`config.mk`:
```
export PLATFORM = sky130hd
export DESIGN_NAME = seg_scan_driver_flat
export DESIGN_NICKNAME = d
export VERILOG_FILES = /design/src/rtl/seg_pkg.sv /design/src/rtl/seg_scan_driver_if.sv /design/src/rtl/seg_hex_decode.sv /design/src/rtl/seg_scan_driver.sv /design/src/flat_wrapper.sv
export SDC_FILE = /design/constraint.sdc
export NUM_CORES = 1
export LEC_CHECK = 0
export CAP_MARGIN = 30
export CORE_ASPECT_RATIO = 0.9
export CORE_MARGIN = 8
export CORE_UTILIZATION = 47
export CTS_CLUSTER_DIAMETER = 80
export DETAILED_ROUTE_END_ITERATION = 12
export PLACE_DENSITY_LB_ADDON = 0.3
export SLEW_MARGIN = 20
export SYNTH_ARGS = -nofsm -noshare
export SYNTH_HDL_FRONTEND = slang
export SYNTH_SLANG_ARGS = --single-unit
```
`constraint.sdc`:
```
create_clock -name new_clk -period 4.5 [get_ports new_clk]
set_input_delay 0.675 -clock new_clk [delete_from_list [all_inputs] [get_ports new_clk]]
set_output_delay 0.675 -clock new_clk [all_outputs]
set_load 0.03 [all_outputs]
```
`src/rtl/seg_pkg.sv`:
```
// Shared seven-segment definitions: blank pattern, active-low hex glyphs, segment vector type.
package seg_pkg;

    typedef logic [6:0] seg_t;  // {G,F,E,D,C,B,A}, active-low

    localparam seg_t SEG_BLANK   = 7'h7F;
    localparam seg_t SEG_GLYPH_0 = 7'h40;
    localparam seg_t SEG_GLYPH_1 = 7'h79;
    localparam seg_t SEG_GLYPH_2 = 7'h24;
    localparam seg_t SEG_GLYPH_3 = 7'h30;
    localparam seg_t SEG_GLYPH_4 = 7'h19;
    localparam seg_t SEG_GLYPH_5 = 7'h12;
    localparam seg_t SEG_GLYPH_6 = 7'h02;
    localparam seg_t SEG_GLYPH_7 = 7'h78;
    localparam seg_t SEG_GLYPH_8 = 7'h00;
    localparam seg_t SEG_GLYPH_9 = 7'h10;
    localparam seg_t SEG_GLYPH_A = 7'h08;
    localparam seg_t SEG_GLYPH_B = 7'h03;
    localparam seg_t SEG_GLYPH_C = 7'h27;
    localparam seg_t SEG_GLYPH_D = 7'h21;
    localparam seg_t SEG_GLYPH_E = 7'h06;
    localparam seg_t SEG_GLYPH_F = 7'h0E;

endpackage

```
`src/rtl/seg_scan_driver_if.sv`:
```
// Host-side data/strobe and board-side display pins of the scan driver.
// Optional blink enables exist only when SEG_BLINK_EN is defined.
interface seg_scan_driver_if #(
    parameter int DIGITS = 4
);
    import seg_pkg::*;

    logic [4*DIGITS-1:0] num;
    logic [DIGITS-1:0]   dp;
    logic [DIGITS-1:0]   sel;
    logic                load;
`ifdef SEG_BLINK_EN
    logic [DIGITS-1:0]   blink;
`endif
    seg_t                seg;
    logic                seg_dp;
    logic [DIGITS-1:0]   an;
    logic                frame;

    modport slave (
        input  num, dp, sel, load,
`ifdef SEG_BLINK_EN
        input  blink,
`endif
        output seg, seg_dp, an, frame
    );

    modport master (
        output num, dp, sel, load,
`ifdef SEG_BLINK_EN
        output blink,
`endif
        input  seg, seg_dp, an, frame
    );

endinterface

```
`src/rtl/seg_hex_decode.sv`:
```
// Combinational nibble to active-low seven-segment glyph lookup; no latency, no flow control.
module seg_hex_decode
    import seg_pkg::*;
(
    input  logic [3:0] nib,
    output seg_t       glyph
);

    always_comb begin
        glyph = SEG_BLANK;
        case (nib)
            4'h0: glyph = SEG_GLYPH_0;
            4'h1: glyph = SEG_GLYPH_1;
            4'h2: glyph = SEG_GLYPH_2;
            4'h3: glyph = SEG_GLYPH_3;
            4'h4: glyph = SEG_GLYPH_4;
            4'h5: glyph = SEG_GLYPH_5;
            4'h6: glyph = SEG_GLYPH_6;
            4'h7: glyph = SEG_GLYPH_7;
            4'h8: glyph = SEG_GLYPH_8;
            4'h9: glyph = SEG_GLYPH_9;
            4'hA: glyph = SEG_GLYPH_A;
            4'hB: glyph = SEG_GLYPH_B;
            4'hC: glyph = SEG_GLYPH_C;
            4'hD: glyph = SEG_GLYPH_D;
            4'hE: glyph = SEG_GLYPH_E;
            4'hF: glyph = SEG_GLYPH_F;
            default: glyph = SEG_BLANK;
        endcase
    end

endmodule

```
`src/rtl/seg_scan_driver.sv`:
```
// Time-multiplexed common-anode display scanner with frame-synchronous shadow data and anode dead time.
// Pins are registered one cycle after the scan state; loads are never back-pressured, they collapse per frame. Blink: SEG_BLINK_EN.
module seg_scan_driver
    import seg_pkg::*;
#(
    parameter int DIGITS  = 4,
    parameter int DIV_W   = 16,
    parameter int DEAD    = 4
`ifdef SEG_BLINK_EN
    ,
    parameter int BLINK_W = 6
`endif
) (
    input  logic              new_clk,
    input  logic              rst,
    seg_scan_driver_if.slave  bus
);

    localparam int IDX_W = $clog2(DIGITS);

    logic [DIV_W-1:0]    presc;
    logic [IDX_W-1:0]    idx;
    logic                pending;
    logic [4*DIGITS-1:0] sh_num;
    logic [DIGITS-1:0]   sh_dp;
    logic [DIGITS-1:0]   sh_sel;
    logic                tick;
    logic                wrap;
    logic                dark;
    logic                lit;
    logic [3:0]          cur_nib;
    seg_t                glyph;

    assign tick    = &presc;
    assign wrap    = tick && (idx == IDX_W'(DIGITS - 1));
    assign cur_nib = sh_num[4*idx +: 4];

`ifdef SEG_BLINK_EN
    logic [BLINK_W-1:0] blink_cnt;
    logic [DIGITS-1:0]  sh_blink;

    always_ff @(posedge new_clk) begin
        if (rst) begin
            blink_cnt <= '0;
            sh_blink  <= '0;
        end else if (wrap) begin
            blink_cnt <= blink_cnt + 1'b1;
            if (pending || bus.load)
                sh_blink <= bus.blink;
        end
    end

    assign dark = blink_cnt[BLINK_W-1] & sh_blink[idx];
`else
    assign dark = 1'b0;
`endif

    assign lit = sh_sel[idx] & ~dark;

    seg_hex_decode u_dec (
        .nib   (cur_nib),
        .glyph (glyph)
    );

    // Shadow only moves at the wrap, so a frame never mixes old and new data.
    always_ff @(posedge new_clk) begin
        if (rst) begin
            presc   <= '0;
            idx     <= '0;
            pending <= 1'b0;
            sh_num  <= '0;
            sh_dp   <= '0;
            sh_sel  <= '0;
        end else begin
            presc <= presc + 1'b1;
            if (tick)
                idx <= wrap ? '0 : idx + 1'b1;
            if (wrap) begin
                if (pending || bus.load) begin
                    sh_num <= bus.num;
                    sh_dp  <= bus.dp;
                    sh_sel <= bus.sel;
                end
                pending <= 1'b0;
            end else if (bus.load) begin
                pending <= 1'b1;
            end
        end
    end

    always_ff @(posedge new_clk) begin
        if (rst) begin
            bus.seg    <= SEG_BLANK;
            bus.seg_dp <= 1'b1;
            bus.an     <= '1;
            bus.frame  <= 1'b0;
        end else begin
            bus.seg    <= lit ? glyph : SEG_BLANK;
            bus.seg_dp <= ~(lit & sh_dp[idx]);
            bus.an     <= (presc < DIV_W'(DEAD)) ? '1 : ~(DIGITS'(1) << idx);
            bus.frame  <= wrap;
        end
    end

endmodule

```
`src/flat_wrapper.sv`:
```
// flat-port wrapper written by rule: the top's interface ports become plain ports
module seg_scan_driver_flat import seg_pkg::*;
#(
    parameter int DIGITS  = 4,
    parameter int DIV_W   = 16,
    parameter int DEAD    = 4

)
  (new_clk, rst, bus_num, bus_dp, bus_sel, bus_load, bus_seg, bus_seg_dp, bus_an, bus_frame);
  seg_scan_driver_if #(.DIGITS(DIGITS)) bus_i ();
  input  logic new_clk;
  input  logic rst;
  input wire logic [$bits(bus_i.num)-1:0] bus_num;
  input wire logic [$bits(bus_i.dp)-1:0] bus_dp;
  input wire logic [$bits(bus_i.sel)-1:0] bus_sel;
  input wire logic [$bits(bus_i.load)-1:0] bus_load;
  output wire logic [$bits(bus_i.seg)-1:0] bus_seg;
  output wire logic [$bits(bus_i.seg_dp)-1:0] bus_seg_dp;
  output wire logic [$bits(bus_i.an)-1:0] bus_an;
  output wire logic [$bits(bus_i.frame)-1:0] bus_frame;
  assign bus_i.num = bus_num;
  assign bus_i.dp = bus_dp;
  assign bus_i.sel = bus_sel;
  assign bus_i.load = bus_load;
  assign bus_seg = bus_i.seg;
  assign bus_seg_dp = bus_i.seg_dp;
  assign bus_an = bus_i.an;
  assign bus_frame = bus_i.frame;
  seg_scan_driver #(.DIGITS(DIGITS), .DIV_W(DIV_W), .DEAD(DEAD)) u_core (.new_clk(new_clk), .rst(rst), .bus(bus_i));
endmodule
```
* After elaboration in Yosys (flattened, before gate mapping)
Memory sizes are Yosys's and may differ from the RTL's. A register that Yosys moved wholly into a read port is not among the register bits. Cells that the tools add are included.
Storage, ports and cells: bits in read-only memories 112, memories 1, register bits after elaboration 49, output and inout port bits 13, input bits 27, logic and storage cells 33
Memories:
- (no name shown) | depth 16, width 7, rd ports 1, clocked after memory_dff 1, wr ports 0, RTL line seg_hex_decode.sv:11 | case (nib)
Operators by class: bitwise logic cells 4, eq/ne operators 1, multiplexer cells 5, $lt $le $gt $ge 2, add/subtract/negate cells 2, reduce and logical (&&, ||, !) cells 7, shifts and indexed selects 2
Operators with widths (count):
- adder 16 x 1 -> 16 bit (second input constant) | 1
- less-than comparator 16 x 3 -> 1 bit (second input constant) | 1
- AND reduction 16 bit | 1
- indexed part select 16 x 5 -> 4 bit | 1
- OR reduction 2 bit | 3
- binary-select mux 1 bit (select 2 bit) | 2
- inverter 4 bit | 1
- << shifter 1 x 2 -> 4 bit (first input constant) | 1
- less-than comparator 2 x 3 -> 1 bit (second input constant) | 1
- adder 2 x 1 -> 2 bit (second input constant) | 1
- equality test 2 bit (second input constant) | 1
- two-way mux 1 bit | 2
- two-way mux 2 bit | 1
- inverter 1 bit | 2
- AND reduction 2 bit | 1
- AND 1 bit | 1
- logical AND 1 bit | 1
- logical OR 1 bit | 1

* Longest topological paths before layout
Gate-level depths: netlist of run 1.
word-level depth 4, gate-level depth with buffers 8, gate-level depth less buffers 7

* By module
From an unflattened synthesis of run 1, not the netlist that was laid out.
Second synthesis, totals: cells, all modules 275, area, all modules 2561.2 um2
By module, submodules not included:
- seg_scan_driver | area an instance 2328.5 um2, instances 1, cells an instance 246, sequential area each 1121.1 um2
- seg_hex_decode | area an instance 232.7 um2, instances 1, cells an instance 29, sequential area each 0.0 um2

* Worst setup path before layout of run 1
No wires, ideal clock.
path type reg2reg, start point reg u_core.idx[0], end point reg u_core.bus.seg[0], stages on the path, launching flop included 7, buffers on the path 1, data required time 4366 ps, library setup time 134 ps, path slack 2476 ps, clock period less this slack 2024 ps, arrival 1890 ps, cells stage by stage dfxtp_1 > buf_2 > mux4_2 > ha_1 > or2_2 > a21boi_0 > o21ai_0
On the way: cells in the longest elaborated chain, start to end 4, elaborated cells on any way between the ends 5, classes of those cells shift: 1; mux: 2; bitwise: 1; reduce/logical: 1
RTL lines:
- start, declared | RTL line seg_scan_driver.sv:22 | logic [IDX_W-1:0] idx;
- start signal, assigned | RTL line seg_scan_driver.sv:77 | idx <= wrap ? '0 : idx + 1'b1;
- parallel branches: the longest is 4 deep, another holds indexed part select 16 x 5 -> 4 bit
- end, declared | RTL line seg_scan_driver_if.sv:25 | output seg, seg_dp, an, frame
Parallel ways; which one is timed is not known. The select of a mux whose other input is x is not followed. A chain may end at the register's enable or synchronous reset.

* Worst setup path after layout of run 1
Same ends and word-level chain as after synthesis.

==> summary.md, run 1 <==
| Metric | Value |
|---|---|
| Post-synthesis sequential area ratio | `42.3%` |
| CP required | `4.68 ns` |
| Routed WL per cell | `15.7 um` |
| Drt first pass iters | `4` |
| RD Place Congestion | `0.798` |
| Commonest non-fill, non-tap cells in the layout | `dfxtp_1, clkdlybuf4s50_1, a21oi_1` |
| Clk Latency, worst-skew pair | `0.31 ns` |
| Final Critical Period | `2.27 ns` |
| Chip width | `95.2 um` |
| Max_slew headroom | `37.1%` |
| Area of the multi-input gates | `1390 um2` |
| Top post-synthesis cells by area | `dfxtp_1, o31ai_1, nand4_1, a21oi_1, ha_1` |
| Worst Setup SP | `u_core.idx[0]` |
| Filler Cell Count | `508` |
| Longest Clk Path Bufs | `2` |
| Type of the tightest min-delay check | `reg2reg` |
| Num ports | `40` |
| Crit path launch type | `register` |
| Hold wc startpoint | `u_core.sh_num[0]` |
| Placeable core region | `5560 um2` |
| CTS clk-pin slew, worst paths | `0.10 ns` |
| Switching share of power | `20.9%` |
| Layout Nets | `350` |
| CTS tree | `built` |
| Critical Path End Type | `register` |
| Register area | `1120 um2` |
| TritonCTS Sinks | `56` |
| Proportion of layout cells with a drive suffix above 1 | `8.33%` |
| CTS Hold Bufs | `0` |
| Final ANT Viol Nets | `0` |
| Hold slack final | `0.475 ns` |
| # H-tree levels | `2` |
| Via count | `2,206` |
| Status | `completed` |
| Clock root cell | `clkbuf_8` |
| Maximum VDD drop | `178 uV` |
| Sequential power share | `57.7%` |
| CTS resizes | `0` |
| Comb pwr share | `4.3%` |
| R2r startpoint | `u_core.idx[0]` |
| Cell Chain, Critical Path | `mux4_2 -> ha_1 -> or2_2 -> a21boi_0 -> o21ai_0` |
| Area Growth Syn to Fin | `19.2%` |
| Reg2reg setup slack | `2.23 ns` |
| Net Switching | `0.000182 W` |
| Final wirelength | `6.01 mm` |
| Critical path arrival | `2.45 ns` |
| GR Layer Usage met3 | `3.45%` |
| Die H | `87.3 um` |
| Synth Net Count | `324` |
| Worst Clk Skew | `0.00861 ns` |
| Met2 GRT Util | `21.5%` |
| Top Usage Layer GRT | `met2` |
| Most common cell after layout, fill and taps aside | `dfxtp_1` |
| First-pass GRT wire length | `9.94 mm` |
| Die ar. | `8300 um2` |
| Syn avg cell area | `9.30 um2` |
| Unrepaired setup endpoints after global routing | `no` |
| Number of synthesized register bits | `56` |
| CP Max Fanout | `11` |
| Fmax | `0.440 GHz` |
| Initial core utilization | `47.7%` |
| DR iter-0 viols | `209` |
| Pin count of the biggest net entering global routing | `47` |
| Mapped Cells | `285` |
| Max Slew Vio Count | `0` |
| Vias in the first global route | `2,041` |
| DR vias/cell | `5.77` |
| Yosys Warn Count | `0` |
| # setup viols final | `0` |
| Port Buf Inserts | `39` |
| CTS Buf Count | `5` |
| GRT overflow | `0` |
| Slowest stage delay, CP | `0.69 ns` |
| Rows | `26` |
| DRC Markers | `0` |
| # diodes | `0` |
| Power Density | `275 nW/um2` |
| Post-synth top area cell | `dfxtp_1` |
| Final Hold Viols | `0` |
| Netlist cell types | `40` |
| P_int | `0.000687 W` |
| Critical path class | `reg2reg` |
| Buffer count from post-CTS setup fixing | `0` |
| Global Route met1 Usage | `20.9%` |
| Setup TNS | `0 ns` |
| Static leakage | `1.00 nW` |
| DP HPWL | `3.92 mm` |
| Max cap viols | `0` |
| Post-Syn Area | `2650 um2` |
| Slowest cell on crit path | `mux4_2` |
| Total GRT Usage | `15.0%` |
| Final Cycle Share | `50.5%` |
| Initial antenna violation count | `0` |
| Worst slew pin tran | `0.944 ns` |
| Clk pwr share | `38.0%` |
| Post-synth top area share | `42.3%` |
-- metal layers --
metal / routed length [um] / share of wire (%)
met3: 342 / 5.7
met1: 2920 / 49
met2: 2660 / 44
met5: 0 / 0
met4: 92 / 1.5
-- critical path, delay by kind of cell, from the launching register on --
family	cells	cell delay, ns
flops	1	0.67
mux	1	0.69
compound gates	2	0.25
fa+ha+maj	1	0.25
simple gates	1	0.29
-- area by class of cell --
class                      instances  area share, %
multi-input combinational        197           43.8
sequential                        56           35.5
timing repair buffer              44           13.5
tap                               70           2.77
clock buffer                       5           2.18
clock inverter                     3           1.35
inverter                           7          0.832
-- registers in the layout (all words and copies together) (netlist names) --
register and cells:
u_core.bus.an 4, u_core.pending 1, u_core.sh_dp 4, u_core.bus.seg_dp 1, u_core.sh_sel 4, u_core.idx 2, u_core.presc 16, u_core.sh_num 16
u_core.bus.frame 1, u_core.bus.seg 7
-- synthesized netlist by cell type (all sizes together) --
cell    count
xor2        4
and4bb      1
a21boi      1
a31oi       1
mux2        1
nor3b       1
dfxtp      56
a211oi      1
a21oi      30
and4        3
o21ai      10
mux2i       1
nand2      15
nand3       8
nor4b       1
inv         7
nor4        6
clkbuf     14
or3         5
o311ai      1
ha         12
o211ai      3
or2         1
mux4        6
nor2       18
nor2b       4
xnor2       7
or4         1
nand4      28
nor3        2
a41oi       1
o31ai      24
buf        11
-- power groups by stage --
| stage | Sequential, W | Combinational, W | Clock [W] |
|---|---|---|---|
| final | 0.000502 | 0.0000372 | 0.000330 |
| after CTS | 0.000502 | 0.0000375 | 0.000340 |
| after global placement | 0.000513 | 0.0000371 | 0 |
| after floorplan | 0.000513 | 0.0000105 | 0 |
| after global routing | 0.000503 | 0.0000402 | 0.000358 |
| after detailed placement | 0.000513 | 0.0000371 | 0 |
-- metrics by stage --
stage          total power, W  util, %  cells  setup WS [ns]  cell area (um2)
6_report             0.000869     56.8    382           2.23             3160
5_1_grt              0.000901     56.8    382           1.97             3160
4_1_cts              0.000880     56.8    382           2.20             3160
3_5_place_dp         0.000550     54.8    374           2.16             3050
3_3_place_gp         0.000550     54.8    374           2.21             3050
2_1_floorplan        0.000524        -    285           2.48             2650
-- cell families after synthesis --
| family | synth area share, % |
|---|---|
| fa+ha+maj | 5.66 |
| flops | 42.3 |
| compound gates | 16.7 |
| simple gates | 20.4 |
| xor+xnor | 3.63 |
| buf+inv | 5.47 |
| mux | 5.90 |
-- worst paths after layout --
path	endpoint	depth (start not counted)
setup / recovery	u_core.bus.seg[0]	5
hold / removal	u_core.sh_num[0]	2
setup reg to reg	u_core.bus.seg[0]	5
hold reg to reg	u_core.sh_num[0]	2
(Power assumes the default switching activity.)
==> run 2, diff against run 1 <==
Clock period 4.5 ns to 2.3 ns, I/O delays scaled along.
==> run 2 against run 1 <==
Against the previous run:
- first-iteration DRC count decreased by 0.48%
- routed wire length decreased by 0.20%
- largest cell class unchanged
- count of clock-buffer cells in the layout unchanged
- largest power group unchanged
- non-clock buffer count increased by 6
- critical path type unchanged
- cell count increased by 1.6%
- sequential share of layout area decreased by 0.50 points
==> summary.md, run 2 (synthesis results as in run 1) <==
| Metric | Value |
|---|---|
| Status | `completed (unchanged)` |
| TritonCTS Sinks | `56 (unchanged)` |
| Num ports | `40 (unchanged)` |
| Critical Path End Type | `register (unchanged)` |
| Setup TNS | `0 ns (unchanged)` |
| Global Route met1 Usage | `22.1% (was 20.9%)` |
| Initial antenna violation count | `0 (unchanged)` |
| DRC Markers | `0 (unchanged)` |
| Die H | `87.3 um (unchanged)` |
| Reg2reg setup slack | `0.26 ns (was 2.23 ns)` |
| CTS clk-pin slew, worst paths | `0.10 ns (about the same)` |
| Pre-CTS setup slack | `0.257 ns (was 2.16 ns)` |
| Max_slew headroom | `66.7% (was 37.1%)` |
| CP required | `2.48 ns (was 4.68 ns)` |
| Filler Cell Count | `490 (was 508)` |
| Final ANT Viol Nets | `0 (unchanged)` |
| Worst Setup SP | `u_core.idx[0] (unchanged)` |
| Met2 GRT Util | `21.8% (was 21.5%)` |
| DR iter-0 viols | `208 (was 209)` |
| Rows | `26 (unchanged)` |
| Chip width | `95.2 um (unchanged)` |
| Hold Path Depth | `2 (unchanged)` |
| # H-tree levels | `2 (unchanged)` |
| Hold path endpoint | `u_core.sh_dp[0] (was u_core.sh_num[0])` |
| Worst reg-to-reg path cell count | `5 (unchanged)` |
| Top Usage Layer GRT | `met1 (was met2)` |
| RD Place Congestion | `0.853 (was 0.798)` |
| Clk Latency, worst-skew pair | `0.31 ns (about the same)` |
| Hold wc startpoint | `u_core.sh_dp[0] (was u_core.sh_num[0])` |
| Final Critical Period | `2.04 ns (was 2.27 ns)` |
| Reg-to-reg endpoint | `u_core.bus.seg[0] (unchanged)` |
| CTS Hold Bufs | `0 (unchanged)` |
| Clock root cell | `clkbuf_8 (unchanged)` |
| First-pass GRT wire length | `10.2 mm (was 9.94 mm)` |
| Via count | `2,221 (was 2,206)` |
| GR Layer Usage met3 | `3.36% (was 3.45%)` |
| Critical path arrival | `2.21 ns (was 2.45 ns)` |
| Die ar. | `8300 um2 (unchanged)` |
| Maximum VDD drop | `337 uV (was 178 uV)` |
| Worst slew pin tran | `0.498 ns (was 0.944 ns)` |
| CP Max Fanout | `8 (was 11)` |
| Final Worst Setup Slack | `0.261 ns (was 2.23 ns)` |
| CTS tree | `built (unchanged)` |
| Port Buf Inserts | `39 (unchanged)` |
| Static leakage | `1.03 nW (was 1.00 nW)` |
| Placeable core region | `5560 um2 (unchanged)` |
| Max cap viols | `0 (unchanged)` |
| Longest Clk Path Bufs | `2 (unchanged)` |
| # setup viols final | `0 (unchanged)` |
| Worst Clk Skew | `0.00799 ns (was 0.00861 ns)` |
| Drt first pass iters | `6 (was 4)` |
| Most common cell after layout, fill and taps aside | `dfxtp_1 (unchanged)` |
| Max Slew Vio Count | `0 (unchanged)` |
| CTS resizes | `0 (unchanged)` |
| Commonest non-fill, non-tap cells in the layout | `dfxtp_1, clkdlybuf4s50_1, a21oi_1 (unchanged)` |
| GRT overflow | `0 (unchanged)` |
| Final Hold Viols | `0 (unchanged)` |
| CTS Buf Count | `5 (unchanged)` |
| Pin count of the biggest net entering global routing | `46 (was 47)` |
| Unrepaired setup endpoints after global routing | `no (unchanged)` |
| Fmax | `0.491 GHz (was 0.440 GHz)` |
| Routed WL per cell | `15.4 um (was 15.7 um)` |
| Buffer count from post-CTS setup fixing | `0 (unchanged)` |
| Type of the tightest min-delay check | `reg2reg (unchanged)` |
| Total GRT Usage | `15.4% (was 15.0%)` |
| Proportion of layout cells with a drive suffix above 1 | `10.1% (was 8.33%)` |
| Vias in the first global route | `2,074 (was 2,041)` |
| Hold slack final | `0.476 ns (was 0.475 ns)` |
| R2r startpoint | `u_core.idx[0] (unchanged)` |
| DP HPWL | `4.17 mm (was 3.92 mm)` |
| Crit path launch type | `register (unchanged)` |
| Critical path class | `reg2reg (unchanged)` |
| Final Cycle Share | `88.6% (was 50.5%)` |
| Area Growth Syn to Fin | `20.9% (was 19.2%)` |
| DR vias/cell | `5.72 (was 5.77)` |
| Final wirelength | `5.99 mm (was 6.01 mm)` |
| Layout Nets | `356 (was 350)` |
| Largest registers | `u_core.presc (16), u_core.sh_num (16), u_core.bus.seg (7) (unchanged)` |
| # diodes | `0 (unchanged)` |
| Initial core utilization | `47.7% (unchanged)` |
| Power Density | `529 nW/um2 (was 275 nW/um2)` |
-- run 2: layout make-up --
type	instances	area (um2)	area share, %
inverter	7	26.3	0.820
clock inverter	3	42.5	1.33
sequential	56	1120	35.0
clock buffer	5	68.8	2.15
tap	70	87.6	2.73
multi-input combinational	197	1390	43.2
timing repair buffer	50	473	14.8
-- run 2: critical path: stages, from the launching register on --
cell	delay, ns
dfxtp_1	0.50
mux4_2	0.64
ha_1	0.25
or2_2	0.29
a21boi_0	0.15
o21ai_0	0.08
-- run 2: worst max-delay path by stage --
stage	end	slack, ns	cells past startpoint
floorplan	u_core.bus.seg[0]	0.28	6
global placement	u_core.bus.seg[0]	0.31	5
detailed placement	u_core.bus.seg[0]	0.26	5
CTS	u_core.bus.seg[0]	0.25	5
global route	u_core.bus.seg[0]	0.008	5
finish	u_core.bus.seg[0]	0.26	5
-- run 2: metrics by stage --
| step | area (um2) | utilization, % | std cells | power (W) |
|---|---|---|---|---|
| after floorplan | 2650 | - | 285 | 0.00103 |
| after global placement | 3090 | 55.6 | 380 | 0.00108 |
| after detailed placement | 3090 | 55.6 | 380 | 0.00108 |
| after CTS | 3200 | 57.6 | 388 | 0.00171 |
| after global routing | 3200 | 57.6 | 388 | 0.00177 |
| final | 3200 | 57.6 | 388 | 0.00169 |
-- run 2: power breakdown --
part	internal (W)	leakage (nW)	total [W]	switching, W
clock network	0.000323	0.0541	0.000639	0.000316
registers	0.000975	0.452	0.000982	0.00000694
logic	0.0000470	0.525	0.0000732	0.0000262
-- run 2: layer usage --
layer  routed length (um)  up-vias
met2                 2620       60
met1                 2930     1037
met4                   66        0
li1                     -     1120
met5                    0        -
met3                  376        4
==> run 3, diff against run 2 <==
Settings changed: CTS_CLUSTER_DIAMETER 80 to 60, PLACE_DENSITY set to 0.73, PLACE_DENSITY_LB_ADDON 0.3 to unset.
==> run 3 against run 2 <==
Against the previous run:
- global-route usage is 0.37 points lower
- die area stayed put
- cell area is 1.0% higher
- via count is 0.54% higher
- routed wire length is 0.22% higher
- non-clock buffer count is 2 lower
- cell count is 0.52% lower
- clock power is 34% higher
- clock skew hardly changed
- critical path type unchanged
- critical endpoint unchanged
==> summary.md, run 3 (synthesis results as in run 1) <==
| Metric | Value |
|---|---|
| R2r startpoint | `u_core.idx[0] (unchanged)` |
| Slowest cell on crit path | `mux4_2 (unchanged)` |
| Cell Chain, Critical Path | `buf_4 -> mux4_2 -> or2_2 -> a21boi_0 -> o21ai_0 (was mux4_2 -> ha_1 -> or2_2 -> a21boi_0 -> o21ai_0)` |
| Number of buffers and inverters on the critical path | `1 (was 0)` |
| Slowest stage delay, CP | `0.65 ns (was 0.64 ns)` |
| Longest Clk Path Bufs | `2 (unchanged)` |
| Fmax | `0.492 GHz (was 0.491 GHz)` |
| Reg-to-reg endpoint | `u_core.bus.seg[0] (unchanged)` |
| Buffer count from post-CTS setup fixing | `0 (unchanged)` |
| # diodes | `0 (unchanged)` |
| Critical Path End Type | `register (unchanged)` |
| Placeable core region | `5560 um2 (unchanged)` |
| Unrepaired setup endpoints after global routing | `no (unchanged)` |
| Worst slew pin tran | `0.500 ns (was 0.498 ns)` |
| Final Worst Setup Slack | `0.269 ns (was 0.261 ns)` |
| Critical path arrival | `2.21 ns (about the same)` |
| CTS Buf Count | `5 (unchanged)` |
| Most common cell after layout, fill and taps aside | `dfxtp_1 (unchanged)` |
| CTS clk-pin slew, worst paths | `0.10 ns (about the same)` |
| # H-tree levels | `2 (unchanged)` |
| Crit path launch type | `register (unchanged)` |
| Family with the most delay on the worst path | `multiplexers (unchanged)` |
| Clk Latency, worst-skew pair | `0.31 ns (about the same)` |
| Status | `completed (unchanged)` |
| CP required | `2.48 ns (about the same)` |
| Worst reg-to-reg path cell count | `5 (unchanged)` |
| Proportion of layout cells with a drive suffix above 1 | `9.49% (was 10.1%)` |
| Rows | `26 (unchanged)` |
| Reg2reg setup slack | `0.27 ns (was 0.26 ns)` |
| DRC Markers | `0 (unchanged)` |
| Initial antenna violation count | `0 (unchanged)` |
| Vias in the first global route | `2,111 (was 2,074)` |
| Max_slew headroom | `66.6% (was 66.7%)` |
| Total GRT Usage | `15.0% (was 15.4%)` |
| DR vias/cell | `5.78 (was 5.72)` |
| DR iter-0 viols | `173 (was 208)` |
| Via count | `2,233 (was 2,221)` |
| Maximum VDD drop | `431 uV (was 337 uV)` |
| Type of the tightest min-delay check | `reg2reg (unchanged)` |
| Port Buf Inserts | `39 (unchanged)` |
| Hold slack final | `0.473 ns (was 0.476 ns)` |
| Worst Clk Skew | `0.00757 ns (was 0.00799 ns)` |
| # setup viols final | `0 (unchanged)` |
| Max Slew Vio Count | `0 (unchanged)` |
| Final Critical Period | `2.03 ns (was 2.04 ns)` |
| Die ar. | `8300 um2 (unchanged)` |
| CTS Hold Bufs | `0 (unchanged)` |
| Drt first pass iters | `5 (was 6)` |
| TritonCTS Sinks | `56 (unchanged)` |
| Static leakage | `1.04 nW (was 1.03 nW)` |
| Hold Path Depth | `1 (was 2)` |
| Share of the core filled with cells | `58.2% (was 57.6%)` |
| Commonest non-fill, non-tap cells in the layout | `dfxtp_1, clkdlybuf4s50_1, a21oi_1 (unchanged)` |
| Die H | `87.3 um (unchanged)` |
| Clock root cell | `clkbuf_8 (unchanged)` |
| Final ANT Viol Nets | `0 (unchanged)` |
| Critical path class | `reg2reg (unchanged)` |
| Final Hold Viols | `0 (unchanged)` |
| Final Cycle Share | `88.3% (was 88.6%)` |
| Setup TNS | `0 ns (unchanged)` |
| Pin count of the biggest net entering global routing | `46 (unchanged)` |
| Chip width | `95.2 um (unchanged)` |
| DP HPWL | `4.07 mm (was 4.17 mm)` |
| Layout Nets | `354 (was 356)` |
| First-pass GRT wire length | `9.98 mm (was 10.2 mm)` |
| Hold wc startpoint | `u_core.presc[0] (was u_core.sh_dp[0])` |
| Power Density | `591 nW/um2 (was 529 nW/um2)` |
| RD Place Congestion | `0.821 (was 0.853)` |
| Hold path endpoint | `u_core.presc[0] (was u_core.sh_dp[0])` |
| Largest registers | `u_core.presc (16), u_core.sh_num (16), u_core.bus.seg (7) (unchanged)` |
| CTS tree | `built (unchanged)` |
| Final wirelength | `6.01 mm (was 5.99 mm)` |
| Num ports | `40 (unchanged)` |
| CP Max Fanout | `15 (was 8)` |
| Area Growth Syn to Fin | `22.1% (was 20.9%)` |
| Pre-CTS setup slack | `0.280 ns (was 0.257 ns)` |
| GRT overflow | `0 (unchanged)` |
| Routed WL per cell | `15.6 um (was 15.4 um)` |
| Initial core utilization | `47.7% (unchanged)` |
| Max cap viols | `0 (unchanged)` |
| Power Total | `0.00191 W (was 0.00169 W)` |
| CTS resizes | `0 (unchanged)` |
## run 3: changes by cell type in the layout (fill, tap and decap cells not counted)
| cell | change |
|---|---|
| buf_4 | -2 |
| bufinv_16 | +2 |
| clkinvlp_4 | -1 |
| clkinv_2 | -1 |
## run 3: worst register-to-register path, delay by kind of cell, from the launching register on
family / cells / cell delay (ns)
multiplexers: 1 / 0.65
flip-flops: 1 / 0.48
AND/OR/NAND/NOR: 1 / 0.32
AO/OA/AOI/OAI: 2 / 0.24
buffers and inverters: 1 / 0.22
## run 3: report_power, final
part            total, W  switching (W)  leakage, nW  internal [W]
Clock           0.000859       0.000315       0.0784      0.000544
Sequential      0.000982     0.00000676        0.452      0.000975
Combinational  0.0000727      0.0000256        0.514     0.0000471
Total            0.00191       0.000348         1.04       0.00157
## run 3: metal layers
metal	part of all wire [%]	track usage (%)	up-vias
met5	0	0	-
met4	1.4	5.95	0
met3	5.9	2.50	7
met2	43	21.6	56
met1	50	21.4	1052
li1	-	-	1118
## run 3: cell type report
type                       count  area [um2]
tap                           70        87.6
multi-input combinational    197        1390
timing repair buffer          48         458
sequential                    56        1120
clock buffer                   5        68.8
clock inverter                 3        90.1
fill                         474        2330
inverter                       7        26.3
## run 3: worst max-delay path by stage
| stage | to | start | cells after the start |
|---|---|---|---|
| final | u_core.bus.seg[0] | u_core.idx[0] | 5 |
| after global routing | u_core.bus.seg[0] | u_core.idx[0] | 5 |
| after CTS | u_core.bus.seg[0] | u_core.idx[0] | 5 |
| after detailed placement | u_core.bus.seg[0] | u_core.idx[0] | 5 |
| after global placement | u_core.bus.seg[0] | u_core.idx[0] | 5 |
| after floorplan | u_core.bus.seg[0] | u_core.idx[0] | 6 |
## run 3: metrics by stage
step,cell area (um2),cells
after global placement,3080,378
final,3240,386
after detailed placement,3080,378
after CTS,3240,386
after global routing,3240,386
after floorplan,2650,285
==> variant, RTL diff (settings of run 2) <==
`DIGITS` is set to 4 in 3 places; all go to 2.
--- a/src/rtl/seg_scan_driver_if.sv
+++ b/src/rtl/seg_scan_driver_if.sv
@@ -3,3 +3,3 @@
 interface seg_scan_driver_if #(
-    parameter int DIGITS = 4
+    parameter int DIGITS = 2
 );
--- a/src/rtl/seg_scan_driver.sv
+++ b/src/rtl/seg_scan_driver.sv
@@ -5,3 +5,3 @@
 #(
-    parameter int DIGITS  = 4,
+    parameter int DIGITS  = 2,
     parameter int DIV_W   = 16,
--- a/src/flat_wrapper.sv
+++ b/src/flat_wrapper.sv
@@ -3,3 +3,3 @@
 #(
-    parameter int DIGITS  = 4,
+    parameter int DIGITS  = 2,
     parameter int DIV_W   = 16,
Interface: changed (resized bus_an, bus_dp, bus_num and bus_sel); port bits go from 40 to 26. No check against the original RTL was run, so the function may have changed too.
==> variant against run 2 <==
Combinational power decreased by 13%. First-iteration DRC count decreased by 68%. Count of clock-buffer cells in the layout unchanged. Largest cell class unchanged. Global-route usage decreased by 3.7 points. Wire length decreased by 39%. Sequential cell count decreased by 15. Design area decreased by 23%. Power decreased by 14%. Worst setup slack improved by 340 ps. Sequential share of layout area decreased by 1.6 points. Largest power group unchanged. Synthesized area decreased by 24%. Clock power increased by 5.3%.
==> variant: results (changes against run 2) <==
----------------------------------------------------
[Run status]
  Outcome ... finished, final reports clean

[Global route]
  Wire length of the first global-routing pass ... 6.33 mm (-38%)
  Largest net degree at the start of global routing ... 28 (-39%)
  Vias in the first global route ... 1372 (-34%)
  Total routing resource utilization after global routing ... 11.7% (-3.7 points)

[Synthesis]
  Number of warning messages in the yosys log ... 0 (unchanged)
  Post-synth top cells ... 41 x sky130_fd_sc_hd__dfxtp_1, 22 x sky130_fd_sc_hd__nand2b_1, 22 x sky130_fd_sc_hd__nor2_1, 19 x sky130_fd_sc_hd__mux2i_1
  Synth Cell Area ... 2010 um^2 (-24%)
  Part of the Yosys area used for sequential elements ... 40.9% (-1.4 points)
  Most area-consuming cells after synthesis ... sky130_fd_sc_hd__dfxtp_1 41%, sky130_fd_sc_hd__mux2i_1 9.5%, sky130_fd_sc_hd__nand2b_1 6.9%
  Count of cell types in the netlist ... 35 (-13%)
  Syn_nets ... 231 (-29%)

[Critical path]
  Top delay family on crit path ... simple AND/OR/NAND/NOR gates
  Largest fanout on the critical path ... 12 (+4)
  Launch point of the worst path ... u_core.presc[0]
  Cell with the largest stage delay on the worst path ... sky130_fd_sc_hd__dfxtp_1
  Slowest stage delay, CP ... 370 ps (-270 ps)
  Arrival time of the worst setup path ... 1920 ps (-290 ps)

[CTS]
  Post-CTS Repair Setup Buffers ... 0 (unchanged)
  Clock transition at the registers of the reported paths ... 80 ps (-20 ps)
  TritonCTS Buffers ... 5 (unchanged)
  Maximum level of the CTS H-tree ... 2 (unchanged)
  Clock insertion delay at the later pin of the skew report ... 290 ps (-20 ps)
  Buffer cell driving the clock tree root ... sky130_fd_sc_hd__clkbuf_8
  Number of gates resized after CTS ... 0 (unchanged)

[Routing]
  Iter 0 DRT Violations ... 66 (-68%)
  First-pass iteration count of the detailed router ... 4 (-2)
  Post-Route WL ... 3.65 mm (-39%)
  Via density per instance ... 5.20 (-9.2%)

[Min path]
  Hold/Removal Path Class ... reg -> reg
  Startpoint of the tightest hold check path ... u_core.presc[0]

[Layout]
  Registers with the most flip-flops ... u_core.presc: 16 flops, u_core.sh_num: 8 flops, u_core.bus.seg: 7 flops
  Total number of nets in the final design ... 261 (-27%)
  Layout fillers ... 350 (-29%)
  Fraction of final layout cells sized beyond drive strength 1 ... 10.8% (+0.77 points)
  Total inserted antenna cells ... 0 (unchanged)

[Power and ir drop]
  Worst-case vdd ir drop ... 0.350 mV (+4.0%)
  Static leakage power ... 0.901 nW (-13%)

[Placed design]
  Final weighted congestion in routability-driven placement ... 0.849 (-0.49%)
  Quantity of I/O buffers inserted on ports ... 25 (-36%)
  Placed wire-length estimate ... 2.54 mm (-39%)

[STA]
  Transition time at the pin with the least slew margin ... 528 ps (+29.7 ps)
  Clock Skews ... 4.62 ps (-3.37 ps)
  Hold Fails Final Rpt ... 0 (unchanged)

----------------------------------------------------
==> variant: cell types whose count changed in the layout (fill, tap and decap cells not counted), sizes merged, moves of 4 or more <==
| cell | run 2 | this run |
|---|---|---|
| dfxtp | 56 | 41 |
| o31ai | 24 | 0 |
| or2b | 0 | 6 |
| nand2 | 15 | 8 |
| mux2i | 1 | 19 |
| mux4 | 6 | 0 |
| clkdlybuf4s50 | 39 | 25 |
| o21ai | 10 | 4 |
| a21oi | 30 | 8 |
| ha | 12 | 7 |
| nand4 | 28 | 2 |
| nor2 | 18 | 22 |
| nand2b | 0 | 22 |
==> variant: cell families (layout without fill, tap and decap cells) <==
family / after synthesis / in the layout / share of synthesized area (%)
AO/OA/AOI/OAI: 22 / 22 / 7.11
adder cells (fa/ha/maj): 7 / 7 / 4.36
XOR/XNOR: 10 / 10 / 4.36
AND/OR/NAND/NOR: 90 / 90 / 27.8
flip-flops: 41 / 41 / 40.9
multiplexers: 23 / 23 / 11.7
buffers and inverters: 16 / 47 / 3.74
==> variant: layout make-up <==
| type | instances | area share (%) |
|---|---|---|
| Clock buffer | 5 | 2.80 |
| Clock inverter | 3 | 2.65 |
| Inverter | 6 | 0.916 |
| Multi-Input combinational cell | 152 | 45.2 |
| Sequential cell | 41 | 33.4 |
| Tap cell | 48 | 2.44 |
| Timing Repair Buffer | 33 | 12.6 |
==> variant: path summary, 6_finish.rpt <==
path	end	slack, ps	cells after the start
max	u_core.sh_num[7]	600	5
min	u_core.presc[0]	460	1
max reg2reg	u_core.sh_num[7]	600	5
min reg2reg	u_core.presc[0]	460	1
==> variant: power by group <==
part	total, mW	internal, mW	switching (mW)
Clock	0.673	0.431	0.242
Combinational	0.0634	0.0379	0.0255
Sequential	0.722	0.716	0.00618
Total	1.46	1.18	0.273
==> variant: metal layers <==
layer  GRT usage [%]  vias to the layer above  wire length (um)
li1                -                      786                 -
met2            16.8                       36              1520
met3            3.16                        6               176
met5               0                        -                 0
met1            15.4                      669              1880
met4            6.39                        0                78
==> variant: worst register-to-register path, cell delays in order (launching register included) <==
cell,delay (ps)
sky130_fd_sc_hd__dfxtp_1,370
sky130_fd_sc_hd__ha_1,270
sky130_fd_sc_hd__nand4_4,200
sky130_fd_sc_hd__nor4_4,290
sky130_fd_sc_hd__buf_4,290
sky130_fd_sc_hd__mux2i_1,220
==> variant: stage by stage <==
step	setup slack, ps	instance area, um^2	instances	total power, mW
2_1_floorplan	283	2010	209	0.771
3_3_place_gp	651	2320	280	0.801
3_5_place_dp	610	2320	280	0.802
4_1_cts	579	2460	288	1.47
5_1_grt	483	2460	288	1.51
6_report	599	2460	288	1.46
